**src/rtl/posit_shift_arbiter.sv**
```systemverilog
// Two-port round-robin front end for one shared right shifter with sticky.
// Shift amounts past N-1 take a second pass; sticky accumulates across passes.
module right_shifter_sticky_18 #(
   parameter int W  = 15,
   parameter int SW = 4
) (
   input  logic [W-1:0]  i_data,
   input  logic [SW-1:0] i_shamt,
   input  logic          i_pad,
   output logic [W-1:0]  o_data,
   output logic          o_sticky
);
   logic [2*W-1:0] wide;
   logic [W-1:0]   lost_mask;

   always_comb begin
      wide      = {{W{i_pad}}, i_data} >> i_shamt;
      o_data    = wide[W-1:0];
      lost_mask = ~({W{1'b1}} << i_shamt);
      o_sticky  = |(i_data & lost_mask);
   end
endmodule

module posit_shift_arbiter #(
   parameter int N = 16
) (
   input  logic                   i_clk,
   input  logic                   i_rst_n,
   input  logic                   i_req0_valid,
   input  logic                   i_req1_valid,
   output logic                   o_req0_ready,
   output logic                   o_req1_ready,
   input  logic [N-2:0]           i_req0_data,
   input  logic [N-2:0]           i_req1_data,
   input  logic [$clog2(N):0]     i_req0_shamt,
   input  logic [$clog2(N):0]     i_req1_shamt,
   input  logic                   i_req0_pad,
   input  logic                   i_req1_pad,
   output logic                   o_res_valid,
   input  logic                   i_res_ready,
   output logic [N-2:0]           o_res_data,
   output logic                   o_res_sticky,
   output logic                   o_res_id
);
   localparam int SW = $clog2(N);
   localparam int W  = N - 1;
   localparam logic [SW:0] SHAMT_TOP = (SW+1)'(2*N-1);
   localparam logic [SW:0] SHAMT_SAT = (SW+1)'(2*N-2);
   localparam logic [SW:0] PASS_MAX  = (SW+1)'(W);

   typedef enum logic [1:0] {IDLE, SHIFT, DONE} state_t;

   state_t        state, state_nxt;
   logic [W-1:0]  work;
   logic [SW:0]   rem, rem_nxt;
   logic          pad, sticky, id, last_gnt;
   logic          gnt0, gnt1, accept;
   logic [SW-1:0] amt;
   logic [W-1:0]  sh_data;
   logic          sh_sticky;
   logic [SW:0]   shamt_sel;

   // Tie goes to the port not granted last; last_gnt resets to 1 so port 0 wins first.
   assign gnt0   = i_req0_valid & (~i_req1_valid | last_gnt);
   assign gnt1   = i_req1_valid & (~i_req0_valid | ~last_gnt);
   assign accept = (state == IDLE) & (gnt0 | gnt1);

   assign shamt_sel = gnt1 ? i_req1_shamt : i_req0_shamt;
   assign amt       = (rem > PASS_MAX) ? SW'(W) : rem[SW-1:0];
   assign rem_nxt   = rem - {1'b0, amt};

   right_shifter_sticky_18 #(.W(W), .SW(SW)) u_shifter (
      .i_data   (work),
      .i_shamt  (amt),
      .i_pad    (pad),
      .o_data   (sh_data),
      .o_sticky (sh_sticky)
   );

   always_ff @(posedge i_clk or negedge i_rst_n) begin
      if (!i_rst_n) state <= IDLE;
      else          state <= state_nxt;
   end

   always_comb begin
      state_nxt = state;
      case (state)
         IDLE:    if (accept) state_nxt = SHIFT;
         SHIFT:   if (rem_nxt == '0) state_nxt = DONE;
         DONE:    if (i_res_ready) state_nxt = IDLE;
         default: state_nxt = IDLE;
      endcase
   end

   always_comb begin
      o_req0_ready = (state == IDLE) & gnt0;
      o_req1_ready = (state == IDLE) & gnt1;
      o_res_valid  = (state == DONE);
   end

   always_ff @(posedge i_clk or negedge i_rst_n) begin
      if (!i_rst_n) begin
         work     <= '0;
         rem      <= '0;
         pad      <= 1'b0;
         sticky   <= 1'b0;
         id       <= 1'b0;
         last_gnt <= 1'b1;
      end else if (accept) begin
         work     <= gnt1 ? i_req1_data : i_req0_data;
         rem      <= (shamt_sel == SHAMT_TOP) ? SHAMT_SAT : shamt_sel;
         pad      <= gnt1 ? i_req1_pad : i_req0_pad;
         sticky   <= 1'b0;
         id       <= gnt1;
         last_gnt <= gnt1;
      end else if (state == SHIFT) begin
         work   <= sh_data;
         sticky <= sticky | sh_sticky;
         rem    <= rem_nxt;
      end
   end

   assign o_res_data   = work;
   assign o_res_sticky = sticky;
   assign o_res_id     = id;
endmodule

```
**config.mk**
```make
export PLATFORM = sky130hd
export DESIGN_NAME = posit_shift_arbiter
export DESIGN_NICKNAME = d
export VERILOG_FILES = /design/src/rtl/posit_shift_arbiter.sv
export SDC_FILE = /design/constraint.sdc
export NUM_CORES = 1
export LEC_CHECK = 0
export ABC_CLOCK_PERIOD_IN_PS = 2990
export BUFFER_PORTS_ARGS = -buffer_cell sky130_fd_sc_hd__clkbuf_2
export CORE_MARGIN = 2
export CORE_UTILIZATION = 53
export CTS_BUF_LIST = sky130_fd_sc_hd__clkbuf_8 sky130_fd_sc_hd__clkbuf_16
export CTS_CLUSTER_DIAMETER = 60
export CTS_CLUSTER_SIZE = 25
export DETAILED_ROUTE_END_ITERATION = 8
export PLACE_DENSITY = 0.81
export SETUP_SLACK_MARGIN = 0.15
export SKIP_LAST_GASP = 1
export SLEW_MARGIN = 20
export SYNTH_ARGS = -nofsm -noshare
export SYNTH_HDL_FRONTEND = slang
export SYNTH_SLANG_ARGS = --single-unit
```
**constraint.sdc**
```tcl
create_clock -name i_clk -period 2.99 [get_ports i_clk]
set_clock_uncertainty 0.15 [all_clocks]
set_input_delay 0.7475 -clock i_clk [delete_from_list [all_inputs] [get_ports i_clk]]
set_output_delay 0.7475 -clock i_clk [all_outputs]
set_load 0.05 [all_outputs]
```
==> summary.md <==
| Metric | Value |
|---|---|
| Max transition margin | 51.4% |
| Number of synthesized flops with an enable pin | 0 |
| PortBufs | 66 |
| Mean Syn Cell Area | 8.10 um2 |
| Layout area overhead | 17.4% |
| Die width | 71.5 um |
| Worst EP arrival | 1.68 ns |
| Status | completed |
| Row Count | 24 |
| DR pass1 iterations | 5 |
| TritonCTS clock tree | yes |
| Crit-path cells | clkbuf_2, a21bo_2, nor3_4, clkbuf_2 |
| WP buf/inv | 2 |
| Syn Nets | 346 |
| CTS buffer count | 3 |
| Root Buffer | clkbuf_8 |
| Total Power | 4040 uW |
| Crit path kind | in2out |
| Startpoint types | input pin |
| Cells resized by post-CTS repair | 0 |
| Sequential share of the synthesized area | 27.0% |
| Clk buf depth | 2 |
| Final Max Tran Viols | 0 |
| Tmin final | 2.58 ns |
| Die ar. | 5110 um2 |
| IO Pins | 67 |
| Routed Antenna Nets | 0 |
| Setup TNS | 0 ns |
| Share of layout cells above drive strength 1 | 27.9% |
| Slew of the pin with the lowest slew margin | 0.729 ns |
| First-pass GRT wire length | 12600 um |
| N_diodes | 0 |
| Routed WL | 7650 um |
| H-tree Lvls | 1 |
| First DRT Iteration DRCs | 343 |
| CP max stage delay | 0.35 ns |
| Synth unique cells | 52 |
| Setup violators final | 0 |
| CP Max Fanout | 13 |
| Antenna violations before repair | 0 |
| Initial Util | 55.1% |
| Largest net degree at the start of global routing | 27 |
| Vias in the first global route | 2442 |
| Clock slew at reported path FFs | 0.10 ns |
| Ys flop type | dfrtp_1 |
| Postcts setup bufs | 0 |
| Max Cap Viol | 0 |
| Endpoint class of the critical path | output port |
| Nets | 400 |
| HP Class | in2async |
| Post-route DRC | 0 |
| Post-synthesis cell area | 2410 um2 |
| DP HPWL | 5570 um |
| Mapped Cells | 298 |
| CP top delay family | buffers and inverters |
| Max VDD drop | 0.000854 V |
| Final Hold Vio Count | 0 |
| CP most frequent cell | clkbuf_2 |
| Chip Height | 71.5 um |
| Final GP Congestion | 0.950 |
| Via density | 6.88 |
| Pwr dens | 1420 nW/um2 |
| Vias post-DR | 2774 |
| Clk Latency, worst-skew pair | 0.27 ns |
| Slowest CP cell | a21bo_2 |
| Synth warn | 0 |
| CTS sink cnt | 26 |
| CP Data Required Time | 2.09 ns |
| Unrepaired setup endpoints after global routing | false |
| WL/cell | 19.0 um |
| Yosys reg bits | 26 |
| Total global routing overflow | 0 |
| Final worst path period share | 86.3% |
| Post-CTS Hold Fix Bufs | 0 |
| GRT Total Usage | 31.2% |
| Core area | 4380 um2 |
| Asr flop ratio synth | 100% |
| Core Util, Final | 64.7% |
| Leakage | 0.00129 uW |
| Fmax | 388 MHz |
==> cell usage after synthesis, types with 10 or more instances <==
library cell	n	area share, %
nand2_1	41	6.4
dfrtp_1	25	26
mux2i_1	23	9.5
o21ai_0	19	3.9
clkbuf_1	18	2.8
nor2_1	18	2.8
a21oi_1	16	3.3
a31oi_1	16	4.1
a22o_1	10	3.6
==> logic make-up (layout without fill, tap and decap cells) <==
group	Yosys count	count (layout)	share of synthesized area, %
simple gates	93	93	17.9
flops	26	26	27.0
mux	32	32	17.0
fa+ha+maj	1	1	0.518
buf+inv	36	89	6.27
compound gates	110	110	31.3
==> final cells by class <==
class                           instances  area (um2)
Timing Repair Buffer                   78         420
Fill cell                             378        1550
Sequential cell                        26         652
Inverter                                7        26.3
Multi-Input combinational cell        236        1630
Tap cell                               52        65.1
Clock inverter                          1        3.75
Clock buffer                            3        41.3
==> state kept, by name, summed over array words and instances (netlist names) <==
| name | flops |
|---|---|
| state | 2 |
| o_res_data | 15 |
| pad | 1 |
| o_res_sticky | 1 |
| o_res_id | 1 |
| last_gnt | 1 |
| rem | 5 |
==> report_power, final <==
| part | total [uW] | internal, uW | switching [uW] |
|---|---|---|---|
| combinational | 2860 | 1100 | 1760 |
| sequential | 970 | 540 | 431 |
| clock | 206 | 92.1 | 114 |
==> per-stage QoR <==
step                      hold WS (ns)  cell area, um2  setup WS, ns  cells
after global routing             0.401            2840         0.355    403
after global placement           0.369            2790         0.439    399
after detailed placement         0.394            2790         0.411    399
final                            0.351            2840         0.410    403
after floorplan                  0.302            2430         0.280    298
after CTS                        0.367            2840         0.410    403
==> layer usage <==
metal / part of all wire, % / global-route usage (%) / vias to the layer above
li1: - / - / 1242
met1: 41 / 46.6 / 1329
met2: 47 / 48.5 / 190
met3: 11 / 4.08 / 13
met4: 1.1 / 7.34 / 0
met5: 0 / 0 / -
==> worst paths after layout <==
path	from	to	slack, ns	cells after the start
max	i_req1_valid	o_req1_ready	0.41	4
min in group i_clk	o_res_id	o_res_id	0.40	2
min reg2reg	o_res_id	o_res_id	0.40	2
max reg2reg	rem[4]	o_res_data[6]	0.52	5
min	i_rst_n	o_res_data[4]	0.35	1
max in group asynchronous	i_rst_n	rem[0]	1.90	1
==> cell usage in the layout, fill, tap and decap left out, types with 10 or more instances in the layout <==
| cell | synthesis | layout |
|---|---|---|
| clkbuf_2 | 0 | 66 |
| nand2_1 | 41 | 41 |
| dfrtp_1 | 25 | 25 |
| mux2i_1 | 23 | 23 |
| o21ai_0 | 19 | 19 |
| nor2_1 | 18 | 18 |
| a21oi_1 | 16 | 16 |
| a31oi_1 | 16 | 16 |
| buf_4 | 0 | 12 |
| a22o_1 | 10 | 10 |
Note: power is estimated with default switching activity, not from simulation.
